==> config.mk <==
export PLATFORM = sky130hd
export DESIGN_NAME = pipe_alu_flat
export DESIGN_NICKNAME = d
export VERILOG_FILES = /design/src/rtl/pipe_alu_if.sv /design/src/rtl/pipe_alu.sv /design/src/flat_wrapper.sv
export SDC_FILE = /design/constraint.sdc
export NUM_CORES = 1
export LEC_CHECK = 0
export ABC_CLOCK_PERIOD_IN_PS = 5150
export CAP_MARGIN = 20
export CORE_ASPECT_RATIO = 0.6
export CORE_MARGIN = 4
export CORE_UTILIZATION = 27
export CTS_BUF_LIST = sky130_fd_sc_hd__clkbuf_4
export DETAILED_ROUTE_END_ITERATION = 10
export PLACE_DENSITY_LB_ADDON = 0.1
export SLEW_MARGIN = 20
export SYNTH_ARGS = -nofsm -noshare
export SYNTH_HDL_FRONTEND = slang
export SYNTH_SLANG_ARGS = --single-unit
export TNS_END_PERCENT = 50
==> constraint.sdc <==
create_clock -name clk -period 5.15 [get_ports clk]
set_input_delay 0.515 -clock clk [delete_from_list [all_inputs] [get_ports clk]]
set_output_delay 0.515 -clock clk [all_outputs]
set_load 0.01 [all_outputs]
==> src/rtl/pipe_alu_if.sv <==
// Request/result handshake bundle for pipe_alu.
// master drives requests and takes results; slave is the ALU.
interface pipe_alu_if #(
  parameter int WIDTH = 16
);
  logic             in_valid;
  logic             in_ready;
  logic [WIDTH-1:0] in_a;
  logic [WIDTH-1:0] in_b;
  logic [3:0]       select;
  logic             mode;
  logic             carry_in;
  logic             out_valid;
  logic             out_ready;
  logic [WIDTH-1:0] alu_out;
  logic             carry_out;
  logic             compare;
  logic             busy;

  modport master (
    output in_valid,
    output in_a,
    output in_b,
    output select,
    output mode,
    output carry_in,
    output out_ready,
    input  in_ready,
    input  out_valid,
    input  alu_out,
    input  carry_out,
    input  compare,
    input  busy
  );

  modport slave (
    input  in_valid,
    input  in_a,
    input  in_b,
    input  select,
    input  mode,
    input  carry_in,
    input  out_ready,
    output in_ready,
    output out_valid,
    output alu_out,
    output carry_out,
    output compare,
    output busy
  );
endinterface

==> src/rtl/pipe_alu.sv <==
// Registered ALU with valid/ready handshake and one result slot.
// Define PIPE_ALU_MUL_EN to add the iterative shift-add multiply.
module pipe_alu #(
  parameter int WIDTH = 16
) (
  input logic   clk,
  input logic   rst,
  pipe_alu_if.slave bus
);

  if (WIDTH < 4 || WIDTH > 64) begin : g_width_chk
    $error("pipe_alu: WIDTH out of range");
  end

  localparam logic [1:0] IDLE = 2'd0;
  localparam logic [1:0] HOLD = 2'd2;
`ifdef PIPE_ALU_MUL_EN
  localparam logic [1:0] MUL  = 2'd1;
  localparam int CW = $clog2(WIDTH);
`endif

  logic [1:0]       state;
  logic [WIDTH-1:0] res_q;
  logic             cy_q;
  logic             cmp_q;

  logic out_valid;
  logic busy;
  logic in_ready;
  logic accept;
  logic drain;

  logic [WIDTH-1:0] lres;
  logic             lcy;
  logic [WIDTH:0]   asum;
  logic [WIDTH-1:0] res_d;
  logic             cy_d;

  logic [WIDTH:0] ea;
  logic [WIDTH:0] eb;
  logic [WIDTH:0] na;
  logic [WIDTH:0] nb;
  logic [WIDTH:0] ec;
  logic [WIDTH:0] one;
  logic [WIDTH:0] ones;

  assign out_valid = (state == HOLD);
  assign drain     = out_valid && bus.out_ready;
  assign in_ready  = !busy && (!out_valid || bus.out_ready);
  assign accept    = bus.in_valid && in_ready;

  always_comb begin
    lres = '0;
    lcy  = 1'b0;
    case (bus.select)
      4'h0: lres = bus.in_a;
      4'h1: lres = bus.in_a | bus.in_b;
      4'h2: lres = bus.in_a | ~bus.in_b;
      4'h3: lres = '1;
      4'h4: lres = bus.in_a & bus.in_b;
      4'h5: lres = bus.in_a & ~bus.in_b;
      4'h6: lres = bus.in_a ^ bus.in_b;
      4'h7: lres = ~(bus.in_a ^ bus.in_b);
      4'h8: lres = ~bus.in_a;
      4'h9: lres = bus.in_b;
      4'ha: lres = ~bus.in_b;
      4'hb: lres = '0;
      4'hc: lres = ~(bus.in_a & bus.in_b);
      4'hd: lres = ~(bus.in_a | bus.in_b);
      4'he: begin
        lres = {bus.in_a[WIDTH-2:0], 1'b0};
        lcy  = bus.in_a[WIDTH-1];
      end
      default: begin
        lres = {1'b0, bus.in_a[WIDTH-1:1]};
        lcy  = bus.in_a[0];
      end
    endcase
  end

  // Subtractions are A + ~B + 1, so bit WIDTH reads as "no borrow".
  assign ea   = {1'b0, bus.in_a};
  assign eb   = {1'b0, bus.in_b};
  assign na   = {1'b0, ~bus.in_a};
  assign nb   = {1'b0, ~bus.in_b};
  assign ec   = {{WIDTH{1'b0}}, bus.carry_in};
  assign one  = {{WIDTH{1'b0}}, 1'b1};
  assign ones = {1'b0, {WIDTH{1'b1}}};

  always_comb begin
    asum = '0;
    case (bus.select)
      4'h0: asum = ea + eb + ec;
      4'h1: asum = ea + nb + ec;
      4'h2: asum = ea + one;
      4'h3: asum = ea + ones;
      4'h4: asum = eb + na + one;
      4'h5: asum = na + one;
      4'h6: asum = ea + eb;
      4'h7: asum = ea + nb + one;
      4'h8: asum = ea + ec;
      default: asum = '0;
    endcase
  end

  always_comb begin
    res_d = lres;
    cy_d  = lcy;
    if (bus.mode) begin
      res_d = asum[WIDTH-1:0];
      cy_d  = asum[WIDTH];
    end
  end

`ifdef PIPE_ALU_MUL_EN
  logic                 is_mul;
  logic [2*WIDTH-1:0]   prod;
  logic [2*WIDTH-1:0]   mcand;
  logic [2*WIDTH-1:0]   pnext;
  logic [WIDTH-1:0]     mplier;
  logic [CW-1:0]        cnt;
  logic                 last;

  assign is_mul = bus.mode && (bus.select == 4'hf);
  assign busy   = (state == MUL);
  assign last   = (cnt == CW'(WIDTH - 1));
  assign pnext  = prod + (mplier[0] ? mcand : '0);
`else
  assign busy   = 1'b0;
`endif

  always_ff @(posedge clk) begin
    if (rst) begin
      state  <= IDLE;
      res_q  <= '0;
      cy_q   <= 1'b0;
      cmp_q  <= 1'b0;
`ifdef PIPE_ALU_MUL_EN
      prod   <= '0;
      mcand  <= '0;
      mplier <= '0;
      cnt    <= '0;
`endif
    end else if (accept) begin
      cmp_q <= (bus.in_a == bus.in_b);
`ifdef PIPE_ALU_MUL_EN
      if (is_mul) begin
        state  <= MUL;
        prod   <= '0;
        mcand  <= {{WIDTH{1'b0}}, bus.in_a};
        mplier <= bus.in_b;
        cnt    <= '0;
      end else begin
        state <= HOLD;
        res_q <= res_d;
        cy_q  <= cy_d;
      end
`else
      state <= HOLD;
      res_q <= res_d;
      cy_q  <= cy_d;
`endif
    end
`ifdef PIPE_ALU_MUL_EN
    else if (busy) begin
      prod   <= pnext;
      mcand  <= mcand << 1;
      mplier <= mplier >> 1;
      cnt    <= cnt + 1'b1;
      if (last) begin
        state <= HOLD;
        res_q <= pnext[WIDTH-1:0];
        cy_q  <= |pnext[2*WIDTH-1:WIDTH];
      end
    end
`endif
    else if (drain) begin
      state <= IDLE;
    end
  end

  assign bus.in_ready  = in_ready;
  assign bus.out_valid = out_valid;
  assign bus.alu_out   = res_q;
  assign bus.carry_out = cy_q;
  assign bus.compare   = cmp_q;
  assign bus.busy      = busy;

endmodule

==> src/flat_wrapper.sv <==
// flat-port wrapper written by rule: the top's interface ports become plain ports
module pipe_alu_flat 
#(
  parameter int WIDTH = 16
)
  (clk, rst, bus_in_valid, bus_in_a, bus_in_b, bus_select, bus_mode, bus_carry_in, bus_out_ready, bus_in_ready, bus_out_valid, bus_alu_out, bus_carry_out, bus_compare, bus_busy);
  pipe_alu_if #(.WIDTH(WIDTH)) bus_i ();
  input logic clk;
  input logic rst;
  input wire logic [$bits(bus_i.in_valid)-1:0] bus_in_valid;
  input wire logic [$bits(bus_i.in_a)-1:0] bus_in_a;
  input wire logic [$bits(bus_i.in_b)-1:0] bus_in_b;
  input wire logic [$bits(bus_i.select)-1:0] bus_select;
  input wire logic [$bits(bus_i.mode)-1:0] bus_mode;
  input wire logic [$bits(bus_i.carry_in)-1:0] bus_carry_in;
  input wire logic [$bits(bus_i.out_ready)-1:0] bus_out_ready;
  output wire logic [$bits(bus_i.in_ready)-1:0] bus_in_ready;
  output wire logic [$bits(bus_i.out_valid)-1:0] bus_out_valid;
  output wire logic [$bits(bus_i.alu_out)-1:0] bus_alu_out;
  output wire logic [$bits(bus_i.carry_out)-1:0] bus_carry_out;
  output wire logic [$bits(bus_i.compare)-1:0] bus_compare;
  output wire logic [$bits(bus_i.busy)-1:0] bus_busy;
  assign bus_i.in_valid = bus_in_valid;
  assign bus_i.in_a = bus_in_a;
  assign bus_i.in_b = bus_in_b;
  assign bus_i.select = bus_select;
  assign bus_i.mode = bus_mode;
  assign bus_i.carry_in = bus_carry_in;
  assign bus_i.out_ready = bus_out_ready;
  assign bus_in_ready = bus_i.in_ready;
  assign bus_out_valid = bus_i.out_valid;
  assign bus_alu_out = bus_i.alu_out;
  assign bus_carry_out = bus_i.carry_out;
  assign bus_compare = bus_i.compare;
  assign bus_busy = bus_i.busy;
  pipe_alu #(.WIDTH(WIDTH)) u_core (.clk(clk), .rst(rst), .bus(bus_i));
endmodule
### Yosys cells after proc, flatten, opt, wreduce, memory -nomap -nowiden

Index checks and enable logic that the tools add are counted.

| storage, ports and cells | value |
|---|---|
| bits in registers | 19 |
| latch bits | 0 |
| RAM bits | 0 |
| ROM bits | 0 |
| bits of input ports | 42 |
| output and inout port bits | 21 |
| logic and storage cells | 54 |
| memories | 0 |

| operators by class | value |
|---|---|
| add/sub/neg operators | 11 |
| $mul | 0 |
| divide/modulo/power cells | 0 |
| $lt $le $gt $ge | 0 |
| eq/ne operators | 15 |
| shifts and indexed selects | 0 |
| multiplexer cells | 7 |
| bitwise gates (word level) | 10 |
| reductions and logical operators | 7 |

Operators with widths:

| kind | count |
|---|---|
| 16-bit one-hot mux with 15 select lines | 1 |
| 17-bit one-hot mux with 9 select lines | 1 |
| 16-bit inverter | 5 |
| 16-bit by 16-bit adder with 17-bit output | 3 |
| 16-bit by 1-bit adder with 17-bit output, second input constant | 2 |
| 17-bit by 1-bit adder with 17-bit output | 2 |
| 17-bit by 1-bit adder with 17-bit output, second input constant | 2 |
| 16-bit bitwise AND | 2 |
| 16-bit OR | 2 |
| 4-bit == test, second input constant | 7 |
| 16-bit by 1-bit adder with 17-bit output | 1 |
| 16-bit by 16-bit adder with 17-bit output, second input constant | 1 |
| 16-bit == test | 1 |
| 4-bit by 3-bit == test with 1-bit output, second input constant | 4 |
| 16-bit two-way mux | 1 |
| 16-bit bitwise XOR | 1 |
| 14-bit OR reduction | 1 |
| 4-bit by 2-bit == test with 1-bit output, second input constant | 2 |
| 4-bit by 1-bit == test with 1-bit output, second input constant | 1 |
| 4-bit zero test | 1 |
| 2-bit two-way mux | 2 |
| 1-bit logical AND | 2 |
| 1-bit one-hot mux with 2 select lines | 1 |
| 2-bit nonzero test | 1 |
| other kinds (3) | 3 |

### Longest topological paths before layout

Gate-level depths: netlist of the first run.

| logic depth | value |
|---|---|
| word-level depth | 5 |
| mapped depth | 15 |
| depth with buffers taken out | 14 |

### Worst setup path after synthesis of the first run

Ideal clock, no wire load.

| timing path | value |
|---|---|
| path type | in2reg |
| from | in bus_in_a[2] |
| to | reg u_core.cy_q (netlist: u_core.bus.carry_out) |
| library setup time | 0.114 ns |
| data arrival time | 3.656 ns |
| required time | 5.036 ns |
| path slack | 1.380 ns |
| stages | 13 |
| buffers on the path | 1 |
| path through | clkbuf_1 > inv_1 > ha_1 > nand2b_4 > a2111o_1 > a31oi_1 > xnor2_1 > a221oi_2 > nor3_2 > nand4_1 > o41a_1 > a211o_1 > a21o_1 |

| between the ends | value |
|---|---|
| longest elaborated chain between the ends | 5 |
| elaborated cells on any way between the ends | 14 |
| classes of those cells | add/sub: 11; mux: 2; bitwise: 1 |

RTL lines:

| item | RTL line | RTL |
|---|---|---|
| start, declared | flat_wrapper.sv:11 | `input wire logic [$bits(bus_i.in_a)-1:0] bus_in_a;` |
| 16-bit inverter | pipe_alu.sv:84 | `assign na = {1'b0, ~bus.in_a};` |
| 16-bit by 16-bit adder with 17-bit output | pipe_alu.sv:97 | `4'h4: asum = eb + na + one;` |
| 17-bit by 1-bit adder with 17-bit output | pipe_alu.sv:97 |  |
| 17-bit one-hot mux with 9 select lines * | pipe_alu.sv:92 | `case (bus.select)` |
| 1-bit two-way mux * | pipe_alu.sv:109 | `if (bus.mode) begin` |
| end signal, assigned | pipe_alu.sv:161 | `cy_q <= cy_d;` |
| end, declared | pipe_alu.sv:24 | `logic cy_q;` |

Mark *: on every way between the ends. The rest lies on a longest branch, timed or not.
A chain may end at the register's enable or synchronous reset.

### Worst setup path in the final report of the first run

| timing path | value |
|---|---|
| from | in bus_in_a[0] |
| to | reg u_core.res_q[11] (netlist: u_core.bus.alu_out[11]) |

| between the ends | value |
|---|---|
| longest elaborated chain between the ends | 5 |
| elaborated cells on any way between the ends | 14 |
| classes of those cells | add/sub: 11; mux: 2; bitwise: 1 |

RTL lines:

| item | RTL line | RTL |
|---|---|---|
| 16-bit inverter | pipe_alu.sv:84 |  |
| 16-bit by 16-bit adder with 17-bit output | pipe_alu.sv:97 |  |
| 17-bit by 1-bit adder with 17-bit output | pipe_alu.sv:97 |  |
| 17-bit one-hot mux with 9 select lines * | pipe_alu.sv:92 |  |
| 16-bit two-way mux * | pipe_alu.sv:109 |  |
| end signal, assigned | pipe_alu.sv:160 | `res_q <= res_d;` |
| end, declared | pipe_alu.sv:23 | `logic [WIDTH-1:0] res_q;` |

Marked as above.

==> metrics.csv, run 1 <==
stage;metric;value;unit
power_and_ir_drop;Overall Power;1380;uW
critical_path;r2r setup slk;2490;ps
logic_synthesis;synth warn;0;
critical_path;R2R depth;8;
grt;pin count of the biggest net entering global routing;44;
logic_synthesis;largest area contributor in the netlist;ha_1;
grt;vias in the first global route;9560;
power_and_ir_drop;Worst VDD drop;0.0000613;V
critical_path;most used cell, CP;a221oi_1;
sta;final hold violations;0;
floorplanning;width of the die;228;um
finish;layout cell share with drive strength beyond 1;0.121;
min_path;Hold Crit Class;flip-flop to flip-flop;
drt;DRT antenna net count;0;
critical_path;Crit path depth;13;
cts;Post-CTS Hold Buffers;0;
logic_synthesis;Post-Syn Area per Cell;6.61;um^2
logic_synthesis;sequential element share of the synthesized area;0.0486;
finish;fill count;3110;
power_and_ir_drop;Sw Share;0.581;
drt;initial drt markers;1750;
drt;vias per cell;6.53;
flow_run;max_cap viols;0;
cts;CTS tree;done;
power_and_ir_drop;internal power;576;uW
finish;Nets;1373;
critical_path;critical path required time;5420;ps
place;IO buf count;61;
logic_synthesis;Syn Nets;1303;
critical_path;reg-to-reg endpoint;u_core.bus.alu_out[15];
logic_synthesis;Mapped Cells;1184;
sta;min Tclk post-route;4540;ps
critical_path;CP max FO;8;
drt;drt pass-1 iters;7;
logic_synthesis;Synth cell types;98;
floorplanning;chip height;140;um
critical_path;critical path class;input pin to flip-flop;
logic_synthesis;Synth Area in Compound Gates;0.424;
critical_path;CP top delay family;compound AO/OA/AOI/OAI gates;
cts;CTS Buf Count;3;
cts;Clock Pin Slew Worst Setup and Hold Paths;130;ps
logic_synthesis;Synth Area in Simple Gates;0.245;
logic_synthesis;area share of xor/xnor cells in the synthesized design;0.0559;
drt;DRC Markers;0;
logic_synthesis;EDFF count, synth;0;
power_and_ir_drop;sequential share of power;0.122;
logic_synthesis;post-synthesis mux area share;0.0205;
drt;routed via count;10600;
logic_synthesis;Synth top area share;0.120;
sta;Max Fclk;220;MHz
sta;Slew Viols, Final;0;
logic_synthesis;Synth Flop Type;dfxtp_1;
cts;Worst-Skew Late Latency;360;ps
finish;Final Instance Area;9280;um^2
power_and_ir_drop;Clock Power Share;0.072;
power_and_ir_drop;P_leak;0.00361;uW
power_and_ir_drop;Sw Pwr;800;uW
sta;setup_tns;0;ps
cts;number of H-tree levels;1;
critical_path;end of the critical path;u_core.bus.alu_out[11];
power_and_ir_drop;P per Cell Area;148;nW/um^2
critical_path;Critical path origin;bus_in_a[0];
floorplanning;Initial Util;0.279;
floorplanning;Ports;63;
critical_path;Startpoint Class;input pin;
critical_path;worst endpoint data arrival time;4820;ps
floorplanning;die area;31900;um^2
cts;CTS root buf;clkbuf_4;
critical_path;CP Capture Type;flip-flop;
grt;initial antenna violation count;0;
drt;Detailed Route WL;49900;um
status;status;finished clean;
place;area post-placement;9240;um^2
cts;worst-case clock buffer depth;2;
drt;routed len/inst;30.8;um
logic_synthesis;synthesis-stage register bit count;19;
logic_synthesis;largest family of logic cells by synthesized area;compound AO/OA/AOI/OAI gates;
logic_synthesis;synthesized-area fraction occupied by adder cells;0.125;
cts;clk sinks;19;
sta;Clock Skew;7.13;ps
place;Final GP Congestion;1.03;
grt;GR Overflow Total;0;
critical_path;Crit path buffers/inverters;2;
sta;RSZ-0062 raised after global routing;false;
finish;Area Overhead vs Synth;18.5;%
critical_path;critical path cell sequence;clkdlybuf4s50_1 -> ha_1 -> inv_1 -> fa_1 -> nand2b_1 -> a2111oi_2 -> o2111ai_1 -> a221oi_1 -> a21oi_1 -> nor2_1 -> and3_1 -> o21ai_1 -> a221oi_1;
grt;GRT Overall Usage;0.295;
cts;Post-CTS Setup Inserts;0;
critical_path;CP max stage cell;a2111oi_2;
power_and_ir_drop;Logic pwr share;0.806;
logic_synthesis;Async SR Flop Fraction;0;
sta;Worst-Margin Slew;1290;ps
cts;CTS resizes;0;
sta;Final setup viols;0;
sta;Relative slew margins;0.134;
grt;global-route wire length before repair;70300;um
floorplanning;core footprint;28100;um^2
logic_synthesis;Synth Cell Area;7830;um^2
sta;final period utilization;0.882;
logic_synthesis;dominant cells by area after synthesis;ha_1, a21oi_1, nor2_1, dfxtp_1, xnor2_1;
floorplanning;cell row count;47;
critical_path;CP max stage delay;670;ps
place;Detailed Place HPWL;39600;um
critical_path;Worst R2R Start;u_core.state[1];
==> cells by family after synthesis <==
family,after synthesis
other,1
AOI/OAI and AO/OA,467
xor gates and xnor gates,50
adders and majority gates,77
muxes,16
buffers and inverters,155
and+or+nand+nor,399
DFF,19
==> per-layer routing <==
metal  GRT usage  up-vias  routed length [um]  part of all wire
li1            -     4640                   -                 -
met1       0.459     5085               23800              0.48
met2       0.361      809               17300              0.35
met3       0.136       58                7930              0.16
met4      0.0470        0                 871             0.017
met5           0        -                   0                 0
==> placed cells by master, fill, tap and decap left out, types with 5 or more instances in the layout <==
master	Yosys	layout
a2111oi_0	5	5
a211oi_1	22	22
a21o_1	13	13
a21oi_1	117	117
a221o_1	13	13
a221oi_1	27	27
a22oi_1	12	12
a311oi_1	6	6
a31oi_1	17	17
a32oi_1	5	5
and2_1	9	9
and3_1	7	7
buf_4	6	102
clkdlybuf4s50_1	0	57
dfxtp_1	19	19
ha_1	75	75
inv_1	53	53
mux2i_1	16	16
nand2_1	81	81
nand2b_1	11	11
nand3_1	31	31
nand4_1	14	14
nor2_1	155	155
nor2b_1	7	7
nor3_1	34	34
nor4_1	12	12
o211ai_1	7	7
o21ai_0	61	61
o21ai_1	5	5
o21bai_1	8	8
o221a_2	8	8
o221ai_1	31	31
o22ai_1	25	25
o31a_1	8	8
o31ai_1	17	17
o32ai_1	7	7
xnor2_1	36	36
xor2_1	14	14
==> registers in the layout, indices dropped and copies added, names as in the netlist <==
signal / count
u_core.bus.alu_out: 16
u_core.bus.carry_out: 1
u_core.bus.compare: 1
u_core.state: 1
==> cell type report <==
| cell class | instances | area [um^2] | share of cell area |
|---|---|---|---|
| Tap cell | 367 | 459 | 0.0495 |
| Sequential cell | 19 | 380 | 0.0410 |
| Antenna cell | 1 | 2.50 | 0.000270 |
| Multi-Input combinational cell | 1010 | 6820 | 0.735 |
| Clock buffer | 4 | 30.0 | 0.00324 |
| Inverter | 56 | 210 | 0.0227 |
| Timing Repair Buffer | 164 | 1380 | 0.148 |
==> worst min path at each step <==
stage	to	cells past startpoint	start	slack, ps
4_1_cts	u_core.bus.alu_out[6]	2	u_core.bus.alu_out[6]	500
6_report	u_core.bus.alu_out[6]	2	u_core.bus.alu_out[6]	510
2_1_floorplan	u_core.bus.alu_out[0]	2	u_core.bus.alu_out[0]	510
3_3_place_gp	u_core.bus.alu_out[6]	2	u_core.bus.alu_out[6]	490
5_1_grt	u_core.bus.alu_out[0]	2	u_core.bus.alu_out[0]	540
3_5_place_dp	u_core.bus.alu_out[6]	2	u_core.bus.alu_out[6]	480
==> power by group through the flow <==
stage / combinational [uW] / clock, uW / sequential [uW]
after detailed placement: 1050 / 0 / 172
after CTS: 1060 / 104 / 168
after floorplan: 624 / 0 / 174
after global placement: 1060 / 0 / 172
final: 1110 / 98.7 / 168
after global routing: 1160 / 113 / 171
==> cells in the mapped netlist, drive strengths merged (18+ instances only) <==
master,count
a211oi,24
a21oi,118
a221oi,30
buf,45
clkbuf,54
dfxtp,19
ha,75
inv,55
nand2,82
nand3,32
nor2,156
nor3,37
o21ai,66
o221ai,31
o22ai,25
o31ai,18
xnor2,36
==> metrics by stage <==
stage               worst slack (ps)  utilization  hold slack [ps]  std cells
floorplan                       1380            -              511       1184
global placement                 441        0.329              487       1616
detailed placement               426        0.329              483       1616
CTS                              802        0.331              505       1620
global route                     362        0.331              540       1620
finish                           606        0.331              505       1621
==> tightest hold or removal path, stage by stage, from the launching register on <==
cell	delay, ps
dfxtp_1	330
nor2_1	100
nor3_1	50
(Power assumes the default switching activity.)
==> inputs of run 2 (changes only) <==
Settings changed: SLEW_MARGIN 20 to 15.
==> results of run 2 <==
Same layout as run 1: the final DEF is identical, and so are final timing and power.
